[src/rtl/tl_tx_fc_credit_gate_if.sv]
// rtl/tl_tx_fc_credit_gate_if.sv - FC init/update, TLP request and credit status bundle
// master: DLL decode plus TX arbiter side; slave: the credit gate.
interface tl_tx_fc_credit_gate_if #(
   parameter int PAYLOAD_LENGTH  = 10,
   parameter int HDR_FIELD_SIZE  = 8,
   parameter int DATA_FIELD_SIZE = 12
);
   logic                        fc_init_valid;
   logic [HDR_FIELD_SIZE-1:0]   fc_init_hdr;
   logic [DATA_FIELD_SIZE-1:0]  fc_init_data;
   logic                        fc_update_valid;
   logic [HDR_FIELD_SIZE-1:0]   fc_update_hdr;
   logic [DATA_FIELD_SIZE-1:0]  fc_update_data;
   logic                        tlp_req_valid;
   logic                        tlp_req_has_data;
   logic [PAYLOAD_LENGTH-1:0]   tlp_req_length_dw;
   logic                        tlp_req_ready;
   logic                        fc_initialized;
   logic                        credit_blocked;
   logic [HDR_FIELD_SIZE-1:0]   hdr_credits_avail;
   logic [DATA_FIELD_SIZE-1:0]  data_credits_avail;

   modport master (
      output fc_init_valid, fc_init_hdr, fc_init_data,
      output fc_update_valid, fc_update_hdr, fc_update_data,
      output tlp_req_valid, tlp_req_has_data, tlp_req_length_dw,
      input  tlp_req_ready, fc_initialized, credit_blocked,
      input  hdr_credits_avail, data_credits_avail
   );

   modport slave (
      input  fc_init_valid, fc_init_hdr, fc_init_data,
      input  fc_update_valid, fc_update_hdr, fc_update_data,
      input  tlp_req_valid, tlp_req_has_data, tlp_req_length_dw,
      output tlp_req_ready, fc_initialized, credit_blocked,
      output hdr_credits_avail, data_credits_avail
   );
endinterface

[src/rtl/tl_tx_fc_credit_gate.sv]
// rtl/tl_tx_fc_credit_gate.sv - TX flow-control credit gate for one credit type
// Tracks CREDIT_LIMIT / CREDITS_CONSUMED and grants a TLP only when the modulo gating rule allows it.
module tl_tx_fc_credit_gate #(
   parameter int PAYLOAD_LENGTH  = 10,
   parameter int HDR_FIELD_SIZE  = 8,
   parameter int DATA_FIELD_SIZE = 12
) (
   input  logic clk,
   input  logic arst_n,
   tl_tx_fc_credit_gate_if.slave bus
);
   localparam int HW         = HDR_FIELD_SIZE;
   localparam int DW         = DATA_FIELD_SIZE;
   localparam int GRAN_SHIFT = (DW == 16) ? 6 : ((DW == 14) ? 4 : 2);

   localparam logic [HW-1:0] HDR_HALF  = HW'(1) << (HW - 1);
   localparam logic [DW-1:0] DATA_HALF = DW'(1) << (DW - 1);
   localparam logic [DW-1:0] MAX_LEN   = DW'(1) << PAYLOAD_LENGTH;
   localparam logic [DW-1:0] GRAN_M1   = DW'((1 << GRAN_SHIFT) - 1);
   localparam logic [HW-1:0] HDR_ONE   = HW'(1);

   typedef enum logic {FC_IDLE, FC_ACTIVE} fc_state_t;

   fc_state_t     r_state;
   logic [HW-1:0] r_cl_hdr;
   logic [HW-1:0] r_cc_hdr;
   logic [DW-1:0] r_cl_data;
   logic [DW-1:0] r_cc_data;
   logic          r_hdr_inf;
   logic          r_data_inf;
   logic          r_fc_initialized;
   logic          r_credit_blocked;
   logic [HW-1:0] r_hdr_avail;
   logic [DW-1:0] r_data_avail;

   logic [DW-1:0] w_len_dw;
   logic [DW-1:0] w_p_data;
   logic [HW-1:0] w_hdr_rem;
   logic [DW-1:0] w_data_rem;
   logic          w_hdr_ok;
   logic          w_data_ok;
   logic          w_active;
   logic          w_ready;
   logic          w_fire;

   logic [HW-1:0] w_cl_hdr_nxt;
   logic [HW-1:0] w_cc_hdr_nxt;
   logic [DW-1:0] w_cl_data_nxt;
   logic [DW-1:0] w_cc_data_nxt;
   logic          w_hdr_inf_nxt;
   logic          w_data_inf_nxt;

   // Length 0 encodes the maximum payload; credits round up to the data granule.
   assign w_len_dw = (bus.tlp_req_length_dw == '0) ? MAX_LEN : DW'(bus.tlp_req_length_dw);
   assign w_p_data = bus.tlp_req_has_data ? ((w_len_dw + GRAN_M1) >> GRAN_SHIFT) : '0;

   assign w_hdr_rem  = r_cl_hdr - (r_cc_hdr + HDR_ONE);
   assign w_data_rem = r_cl_data - (r_cc_data + w_p_data);
   assign w_hdr_ok   = r_hdr_inf || (w_hdr_rem <= HDR_HALF);
   assign w_data_ok  = r_data_inf || (w_data_rem <= DATA_HALF);

   assign w_active = (r_state == FC_ACTIVE);
   assign w_ready  = w_active && w_hdr_ok && w_data_ok;
   assign w_fire   = bus.tlp_req_valid && w_ready;

   always_comb begin
      w_cl_hdr_nxt   = r_cl_hdr;
      w_cc_hdr_nxt   = r_cc_hdr;
      w_cl_data_nxt  = r_cl_data;
      w_cc_data_nxt  = r_cc_data;
      w_hdr_inf_nxt  = r_hdr_inf;
      w_data_inf_nxt = r_data_inf;
      if (!w_active) begin
         if (bus.fc_init_valid) begin
            w_cl_hdr_nxt   = bus.fc_init_hdr;
            w_cl_data_nxt  = bus.fc_init_data;
            w_cc_hdr_nxt   = '0;
            w_cc_data_nxt  = '0;
            w_hdr_inf_nxt  = (bus.fc_init_hdr == '0);
            w_data_inf_nxt = (bus.fc_init_data == '0);
         end
      end else begin
         // Grant was decided on the old limit; new limit and advanced count land together.
         if (bus.fc_update_valid && !r_hdr_inf) begin
            w_cl_hdr_nxt = bus.fc_update_hdr;
         end
         if (bus.fc_update_valid && !r_data_inf) begin
            w_cl_data_nxt = bus.fc_update_data;
         end
         if (w_fire && !r_hdr_inf) begin
            w_cc_hdr_nxt = r_cc_hdr + HDR_ONE;
         end
         if (w_fire && !r_data_inf) begin
            w_cc_data_nxt = r_cc_data + w_p_data;
         end
      end
   end

   always_ff @(posedge clk or negedge arst_n) begin
      if (!arst_n) begin
         r_state          <= FC_IDLE;
         r_fc_initialized <= 1'b0;
         r_cl_hdr         <= '0;
         r_cc_hdr         <= '0;
         r_cl_data        <= '0;
         r_cc_data        <= '0;
         r_hdr_inf        <= 1'b0;
         r_data_inf       <= 1'b0;
         r_credit_blocked <= 1'b0;
         r_hdr_avail      <= '0;
         r_data_avail     <= '0;
      end else begin
         case (r_state)
            FC_IDLE: begin
               if (bus.fc_init_valid) begin
                  r_state          <= FC_ACTIVE;
                  r_fc_initialized <= 1'b1;
               end
            end
            FC_ACTIVE: begin
               r_state          <= FC_ACTIVE;
               r_fc_initialized <= 1'b1;
            end
            default: begin
               r_state          <= FC_IDLE;
               r_fc_initialized <= 1'b0;
            end
         endcase
         r_cl_hdr         <= w_cl_hdr_nxt;
         r_cc_hdr         <= w_cc_hdr_nxt;
         r_cl_data        <= w_cl_data_nxt;
         r_cc_data        <= w_cc_data_nxt;
         r_hdr_inf        <= w_hdr_inf_nxt;
         r_data_inf       <= w_data_inf_nxt;
         r_credit_blocked <= bus.tlp_req_valid && !w_ready && w_active;
         r_hdr_avail      <= w_hdr_inf_nxt ? '1 : (w_cl_hdr_nxt - w_cc_hdr_nxt);
         r_data_avail     <= w_data_inf_nxt ? '1 : (w_cl_data_nxt - w_cc_data_nxt);
      end
   end

   assign bus.tlp_req_ready      = w_ready;
   assign bus.fc_initialized     = r_fc_initialized;
   assign bus.credit_blocked     = r_credit_blocked;
   assign bus.hdr_credits_avail  = r_hdr_avail;
   assign bus.data_credits_avail = r_data_avail;
endmodule

[src/flat_wrapper.sv]
// flat-port wrapper written by rule: the top's interface ports become plain ports
module tl_tx_fc_credit_gate_flat 
#(
   parameter int PAYLOAD_LENGTH  = 10,
   parameter int HDR_FIELD_SIZE  = 8,
   parameter int DATA_FIELD_SIZE = 12
)
  (clk, arst_n, bus_fc_init_valid, bus_fc_init_hdr, bus_fc_init_data, bus_fc_update_valid, bus_fc_update_hdr, bus_fc_update_data, bus_tlp_req_valid, bus_tlp_req_has_data, bus_tlp_req_length_dw, bus_tlp_req_ready, bus_fc_initialized, bus_credit_blocked, bus_hdr_credits_avail, bus_data_credits_avail);
  tl_tx_fc_credit_gate_if #(.PAYLOAD_LENGTH(PAYLOAD_LENGTH), .HDR_FIELD_SIZE(HDR_FIELD_SIZE), .DATA_FIELD_SIZE(DATA_FIELD_SIZE)) bus_i ();
  input  logic clk;
  input  logic arst_n;
  input wire logic [$bits(bus_i.fc_init_valid)-1:0] bus_fc_init_valid;
  input wire logic [$bits(bus_i.fc_init_hdr)-1:0] bus_fc_init_hdr;
  input wire logic [$bits(bus_i.fc_init_data)-1:0] bus_fc_init_data;
  input wire logic [$bits(bus_i.fc_update_valid)-1:0] bus_fc_update_valid;
  input wire logic [$bits(bus_i.fc_update_hdr)-1:0] bus_fc_update_hdr;
  input wire logic [$bits(bus_i.fc_update_data)-1:0] bus_fc_update_data;
  input wire logic [$bits(bus_i.tlp_req_valid)-1:0] bus_tlp_req_valid;
  input wire logic [$bits(bus_i.tlp_req_has_data)-1:0] bus_tlp_req_has_data;
  input wire logic [$bits(bus_i.tlp_req_length_dw)-1:0] bus_tlp_req_length_dw;
  output wire logic [$bits(bus_i.tlp_req_ready)-1:0] bus_tlp_req_ready;
  output wire logic [$bits(bus_i.fc_initialized)-1:0] bus_fc_initialized;
  output wire logic [$bits(bus_i.credit_blocked)-1:0] bus_credit_blocked;
  output wire logic [$bits(bus_i.hdr_credits_avail)-1:0] bus_hdr_credits_avail;
  output wire logic [$bits(bus_i.data_credits_avail)-1:0] bus_data_credits_avail;
  assign bus_i.fc_init_valid = bus_fc_init_valid;
  assign bus_i.fc_init_hdr = bus_fc_init_hdr;
  assign bus_i.fc_init_data = bus_fc_init_data;
  assign bus_i.fc_update_valid = bus_fc_update_valid;
  assign bus_i.fc_update_hdr = bus_fc_update_hdr;
  assign bus_i.fc_update_data = bus_fc_update_data;
  assign bus_i.tlp_req_valid = bus_tlp_req_valid;
  assign bus_i.tlp_req_has_data = bus_tlp_req_has_data;
  assign bus_i.tlp_req_length_dw = bus_tlp_req_length_dw;
  assign bus_tlp_req_ready = bus_i.tlp_req_ready;
  assign bus_fc_initialized = bus_i.fc_initialized;
  assign bus_credit_blocked = bus_i.credit_blocked;
  assign bus_hdr_credits_avail = bus_i.hdr_credits_avail;
  assign bus_data_credits_avail = bus_i.data_credits_avail;
  tl_tx_fc_credit_gate #(.PAYLOAD_LENGTH(PAYLOAD_LENGTH), .HDR_FIELD_SIZE(HDR_FIELD_SIZE), .DATA_FIELD_SIZE(DATA_FIELD_SIZE)) u_core (.clk(clk), .arst_n(arst_n), .bus(bus_i));
endmodule
[config.mk]
export PLATFORM = sky130hd
export DESIGN_NAME = tl_tx_fc_credit_gate_flat
export DESIGN_NICKNAME = d
export VERILOG_FILES = /design/src/rtl/tl_tx_fc_credit_gate_if.sv /design/src/rtl/tl_tx_fc_credit_gate.sv /design/src/flat_wrapper.sv
export SDC_FILE = /design/constraint.sdc
export NUM_CORES = 1
export LEC_CHECK = 0
export ABC_AREA = 1
export BUFFER_PORTS_ARGS = -buffer_cell sky130_fd_sc_hd__buf_4
export CORE_ASPECT_RATIO = 1.2
export CORE_MARGIN = 5
export CORE_UTILIZATION = 25
export CTS_CLUSTER_DIAMETER = 40
export CTS_CLUSTER_SIZE = 10
export DETAILED_ROUTE_END_ITERATION = 8
export PLACE_DENSITY = 0.51
export SETUP_SLACK_MARGIN = 0.1
export SLEW_MARGIN = 20
export SYNTH_ARGS = -nofsm -noshare
export SYNTH_HDL_FRONTEND = slang
export SYNTH_SLANG_ARGS = --single-unit
[constraint.sdc]
create_clock -name clk -period 8.85 [get_ports clk]
set_clock_uncertainty 0.15 [all_clocks]
set_input_delay 0.885 -clock clk [delete_from_list [all_inputs] [get_ports clk]]
set_output_delay 0.885 -clock clk [all_outputs]
set_load 0.01 [all_outputs]
==> out/qor.csv, run 1 <==
stage;metric;value;unit
synthesis;synthesized area;5310;um^2
clock_network;post-CTS sizing;0;
placement;port bufs;78;
run;MaxCap Viol Count;0;
timing;Slew Viols, Final;0;
clock_network;CTS tree;yes;
clock_network;buffer type at the clock tree root;clkbuf_16;
floorplan;row cnt;58;
global_routing;initial antenna violation count;0;
cells_and_area;Area Growth Syn to Fin;21.3;%
global_routing;largest net degree at the start of global routing;66;
clock_network;Post-CTS Setup Repair Bufs;0;
critical_path;r2r worst-path depth;39;
pwr;Lkg Pwr;3.13;nW
worst_hold_path;HP Start;u_core.bus.fc_initialized;
timing;Least-Margin Pin Slew;937;ps
critical_path;CP max stage delay;330;ps
synthesis;Yosys reg bits;65;
critical_path;data arrival time of the worst path;7260;ps
route;1st-iter DRT viols;242;
global_routing;first-pass GRT wire length;25700;um
critical_path;Worst Setup Start Kind;primary input;
synthesis;post-synthesis sequential area ratio;30.6;%
critical_path;Reg2Reg Setup Slack;2340;ps
pwr;VDD IR max;0.121;mV
floorplan;DIE AREA;24300;um^2
route;Detail Route Antenna Nets;0;
clock_network;CTS H-tree depth;3;
route;first-pass detailed-route iteration total;4;
critical_path;Worst R2R End;u_core.bus.data_credits_avail[11];
critical_path;worst r2r src;u_core.r_cc_data[0];
floorplan;Die Ht;170;um
timing;final period utilization;81.2;%
critical_path;CP Class;primary input to flip-flop;
critical_path;Crit. End Element;flip-flop;
placement;Post-DP Area;6190;um^2
critical_path;Critical Path Slowest Stage Cell;ha_1;
floorplan;Die Span X;143;um
synthesis;Ys Warns;0;
worst_hold_path;Hold Path Class;flip-flop to flip-flop;
global_routing;vias in the first global route;5078;
clock_network;CTS Hold Bufs;0;
route;DR vias;4884;
route;DR DRC count;0;
route;per-cell routed wire length;15.2;um
route;drt total wl;16100;um
synthesis;area share of the largest cell type after synthesis;30.6;%
cells_and_area;Final Instance Area;6440;um^2
synthesis;Avg Inst Size Synth;7.56;um^2
worst_hold_path;Min-Delay Endpoint;u_core.bus.fc_initialized;
floorplan;number of I/O pins;79;
synthesis;Synth area leader;dfrtp_1;
timing;Final Hold Viols;0;
timing;unrepaired setup endpoints after global routing;no;
synthesis;instance count of the mapped netlist;702;
clock_network;clock transition at the registers of the reported paths;50;ps
timing;Fmax;139;MHz
synthesis;synth top area cells;dfrtp_1, ha_1, nand2_1;
global_routing;Remaining Overflow, GRT;0;
pwr;power per cell area;376;nW/um^2
timing;final setup fails;0;
clock_network;CTS Sinks;65;
clock_network;Max Root-Sink Buffers;2;
placement;Placer Congestion;0.853;
global_routing;GRT Total Usage;13.5;%
cells_and_area;nets;888;
timing;minimum clock period;7190;ps
route;Vias/cell;4.63;
floorplan;initial core utilization;25.3;%
worst_hold_path;hold depth;1;
placement;HPWL Detailed;12700;um
critical_path;CP Max Fanout;13;
cells_and_area;Inserted Diodes;0;
synthesis;Post-Syn Nets;809;
status;outcome;completed;
clock_network;Skew-Pair Late Insertion Delay;340;ps
cells_and_area;share of layout cells above drive strength 1;19.6;%
synthesis;post-synth cell types;43;
clock_network;TritonCTS Buffers;9;
timing;Post-Route Setup TNS;0;ps
timing;relative slew slack;37.4;%
critical_path;most frequent CP cell;nand2_1;
critical_path;Worst EP required;8920;ps
floorplan;core area;21000;um^2
==> flip-flops by register name, summed over array words and instances, names as in the netlist, 8 cells and up <==
signal,cells
u_core.r_cc_hdr,8
u_core.r_cl_hdr,8
u_core.bus.hdr_credits_avail,8
u_core.r_cl_data,12
u_core.r_cc_data,12
u_core.bus.data_credits_avail,12
==> through the flow <==
step           utilization, %  cells  hold WS [ps]  setup WS [ps]  power [W]
2_1_floorplan               -    702           338           2470    0.00172
6_report                 30.7   1054           320           1660    0.00243
5_1_grt                  30.7   1054           337            984    0.00270
3_5_place_dp             29.5   1040           304           1350    0.00212
3_3_place_gp             29.5   1040           306           1410    0.00211
4_1_cts                  30.7   1054           318           1690    0.00245
==> worst max-delay path: cells and delay by family <==
kind	cells	cell delay [ps]
adders and majority gates	3	940
AOI/OAI and AO/OA	12	2000
xor gates and xnor gates	2	490
and+or+nand+nor	24	2140
buffers and inverters	9	790
==> cells in the final DEF (no fill, tap or decap), drive strengths merged, types with 2 or more instances in the layout <==
cell type  count
nand2        136
inv          104
buf           81
nor2          72
dfrtp         65
o21ai         65
ha            46
nand3         45
a21oi         37
a22oi         18
a31oi         18
xor2          16
nor3          11
xnor2         10
clkbuf        10
or2            7
nand4          7
nor4           6
clkinv         6
fa             5
o21bai         4
nand3b         3
and2           3
a21o           2
o21a           2
==> cells by family (layout without fill, tap and decap cells) <==
group	after synthesis	after routing	synth area share (%)
adders and majority gates	51	51	12.7
xor gates and xnor gates	27	27	4.71
other	1	1	0.0706
DFF	65	65	30.6
and+or+nand+nor	290	290	25.4
AOI/OAI and AO/OA	148	148	17.7
buffers and inverters	120	202	8.77
==> synthesized netlist by cell type, drive strengths merged <==
cell,instances
inv,104
o31ai,1
xor2,16
conb,1
o21a,2
nor3,11
nor2,72
o21ai,65
xnor2,10
xnor3,1
clkinv,3
buf,3
ha,46
fa,5
nor4,6
o21bai,4
nand3,45
a31oi,18
a22oi,18
clkbuf,10
dfrtp,65
or2,7
nand2,136
a21boi,1
nand3b,3
a21oi,37
and2,3
a21o,2
nand4,7
==> layout make-up <==
cell class	count	area (um^2)
Timing Repair Buffer	81	608
Multi-Input combinational cell	517	3220
Fill cell	2250	14500
Sequential cell	65	1630
Inverter	107	402
Tap cell	270	338
Clock buffer	10	229
Clock inverter	4	22.5
==> report_power, final <==
| part | switching (W) | internal, W |
|---|---|---|
| clock network | 0.000132 | 0.000185 |
| logic | 0.000983 | 0.000658 |
| registers | 0.0000705 | 0.000399 |
| total | 0.00118 | 0.00124 |
==> worst max-delay path by stage <==
stage / from / endpoint / cells past startpoint
2_1_floorplan: bus_tlp_req_length_dw[1] / u_core.bus.data_credits_avail[11] / 50
3_3_place_gp: bus_tlp_req_length_dw[1] / u_core.bus.data_credits_avail[11] / 50
3_5_place_dp: bus_tlp_req_length_dw[1] / u_core.bus.data_credits_avail[11] / 50
4_1_cts: bus_tlp_req_length_dw[1] / u_core.bus.data_credits_avail[11] / 50
5_1_grt: bus_tlp_req_length_dw[1] / u_core.bus.data_credits_avail[11] / 50
6_report: bus_tlp_req_length_dw[1] / u_core.bus.data_credits_avail[11] / 50
==> layer usage <==
layer,up-vias,GRT usage (%),part of all wire (%)
met1,2288,16.8,44
met2,96,23.7,49
met4,0,4.34,1.9
li1,2482,-,-
met3,18,2.40,4.2
met5,-,0,0
Note: power is estimated with default switching activity, not from simulation.
==> run 2, diff against run 1 <==
==> constraint.sdc (replaced) <==
create_clock -name clk -period 7.45 [get_ports clk]
set_clock_uncertainty 0.15 [all_clocks]
set_input_delay 0.745 -clock clk [delete_from_list [all_inputs] [get_ports clk]]
set_output_delay 0.745 -clock clk [all_outputs]
set_load 0.01 [all_outputs]
==> run 2 against run 1 <==
Against the previous run:
- sequential share of layout area down 0.38 points
- utilization up 0.47 points
- critical path type unchanged
- highest routed layer unchanged
- final cell count up 0.38%
==> out/qor.csv, run 2 (same netlist as run 1, synthesis figures left out) <==
stage;metric;value;unit;change
clock_network;Post-CTS Setup Repair Bufs;0;;unchanged
timing;Post-Route Setup TNS;0;ps;unchanged
global_routing;initial antenna violation count;0;;unchanged
critical_path;most frequent CP cell;nand2_1;;
floorplan;row cnt;58;;unchanged
placement;HPWL Detailed;12700;um;+0.57%
route;Vias/cell;4.64;;+0.11%
clock_network;CTS tree;yes;;
clock_network;CTS Hold Bufs;0;;unchanged
global_routing;Remaining Overflow, GRT;0;;unchanged
critical_path;Crit. End Element;flip-flop;;
pwr;total power draw;0.00298;W;+23%
cells_and_area;most frequent cells in the layout;nand2_1, inv_1, buf_4, nor2_1, dfrtp_1;;
clock_network;clock transition at the registers of the reported paths;60;ps;about the same
placement;Placer Congestion;0.830;;-2.7%
critical_path;Critical Path Slowest Stage Cell;ha_1;;
cells_and_area;share of layout cells above drive strength 1;20.8;%;+1.2 points
floorplan;DIE AREA;24300;um^2;unchanged
timing;Least-Margin Pin Slew;892;ps;-45.7 ps
floorplan;initial core utilization;25.3;%;unchanged
global_routing;GRT Total Usage;13.6;%;about the same
cells_and_area;most common cell after layout, fill and taps aside;nand2_1;;
cells_and_area;footprint of the multi-input gates;3250;um^2;+1.1%
clock_network;CTS H-tree depth;3;;unchanged
timing;unrepaired setup endpoints after global routing;no;;
critical_path;data arrival time of the worst path;6750;ps;-510 ps
timing;minimum clock period;6690;ps;
clock_network;post-CTS sizing;0;;unchanged
clock_network;TritonCTS Buffers;9;;unchanged
global_routing;largest net degree at the start of global routing;66;;unchanged
floorplan;core area;21000;um^2;unchanged
critical_path;Worst Setup Start Kind;primary input;;
pwr;power per cell area;455;nW/um^2;+21%
timing;final setup fails;0;;unchanged
clock_network;Max Root-Sink Buffers;2;;unchanged
floorplan;number of I/O pins;79;;unchanged
floorplan;Die Ht;170;um;unchanged
run;MaxCap Viol Count;0;;unchanged
cells_and_area;nets;890;;+0.23%
timing;Fmax;149;MHz;
critical_path;CP Max Fanout;12;;-1
route;DR vias;4908;;+0.49%
clock_network;Skew-Pair Late Insertion Delay;340;ps;about the same
floorplan;Die Span X;143;um;unchanged
global_routing;vias in the first global route;5056;;-0.43%
cells_and_area;fillers;2257;;+0.31%
timing;relative slew slack;40.6;%;+3.1 points
pwr;Lkg Pwr;3.17;nW;+1.0%
worst_hold_path;Hold Path Class;flip-flop to flip-flop;;
pwr;VDD IR max;0.158;mV;+31%
critical_path;CP Class;primary input to flip-flop;;
cells_and_area;Inserted Diodes;0;;unchanged
critical_path;Worst EP required;7510;ps;-1410 ps
status;outcome;completed;;
route;DR DRC count;0;;unchanged
placement;port bufs;78;;unchanged
clock_network;buffer type at the clock tree root;clkbuf_16;;
route;first-pass detailed-route iteration total;4;;unchanged
timing;Final Hold Viols;0;;unchanged
clock_network;CTS Sinks;65;;unchanged
cells_and_area;Reg area;1630;um^2;unchanged
timing;Slew Viols, Final;0;;unchanged
global_routing;first-pass GRT wire length;25700;um;-0.19%
route;1st-iter DRT viols;217;;-10%
timing;final period utilization;89.8;%;
cells_and_area;Area Growth Syn to Fin;23.2;%;
route;Detail Route Antenna Nets;0;;unchanged
critical_path;CP max stage delay;330;ps;about the same
route;per-cell routed wire length;15.4;um;+1.2%
route;drt total wl;16300;um;+1.6%
## run 2: changes by cell type in the layout (fill, tap and decap cells not counted), sizes merged
cell,previous run,this run
bufinv,0,1
clkbuf,10,9
clkinvlp,1,3
buf,81,83
## run 2: path summary, 6_finish.rpt
| check | startpoint | end | slack (ps) | cells after the start |
|---|---|---|---|---|
| worst max register to register | u_core.r_cc_data[0] | u_core.bus.data_credits_avail[11] | 1320 | 38 |
| max in group asynchronous | arst_n | u_core.r_cl_data[2] | 6200 | 1 |
| worst min register to register | u_core.bus.fc_initialized | u_core.bus.fc_initialized | 320 | 1 |
| worst max-delay path | bus_tlp_req_length_dw[1] | u_core.bus.data_credits_avail[11] | 760 | 49 |
| min in group asynchronous | arst_n | u_core.bus.hdr_credits_avail[6] | 380 | 1 |
| worst min-delay path | u_core.bus.fc_initialized | u_core.bus.fc_initialized | 320 | 1 |
## run 2: metal layers
metal	GRT usage (%)	wire length, um	up-vias
met5	0	0	-
met4	4.42	342	0
met3	2.31	586	24
met2	23.7	8030	93
met1	16.8	7350	2304
li1	-	-	2487
## run 2: cell type report
type / instances / area share [%]
inverter: 107 / 6.18
timing repair buffer: 83 / 9.53
clock inverter: 7 / 1.09
sequential: 65 / 24.9
multi-input combinational: 517 / 49.7
clock buffer: 9 / 3.44
tap: 270 / 5.16
## run 2: where the power goes
group | switching, W | internal, W
sequential | 0.0000833 | 0.000473
combinational | 0.00119 | 0.000796
clock | 0.000176 | 0.000258
total | 0.00145 | 0.00153
## run 2: per-stage QoR
step	cell area, um^2	setup slack [ps]	std cells	util [%]	hold WS (ps)
3_5_place_dp	6210	239	1042	29.6	314
5_1_grt	6540	114	1058	31.2	350
6_report	6540	759	1058	31.2	322
4_1_cts	6500	560	1058	31.0	328
3_3_place_gp	6210	358	1042	29.6	311
2_1_floorplan	5310	1210	702	-	299
## run 2: critical path, delay by kind of cell
| family | cells | cell delay (ps) |
|---|---|---|
| fa+ha+maj | 3 | 940 |
| simple gates | 22 | 2030 |
| compound gates | 13 | 1910 |
| xor+xnor | 2 | 420 |
| buf+inv | 9 | 660 |
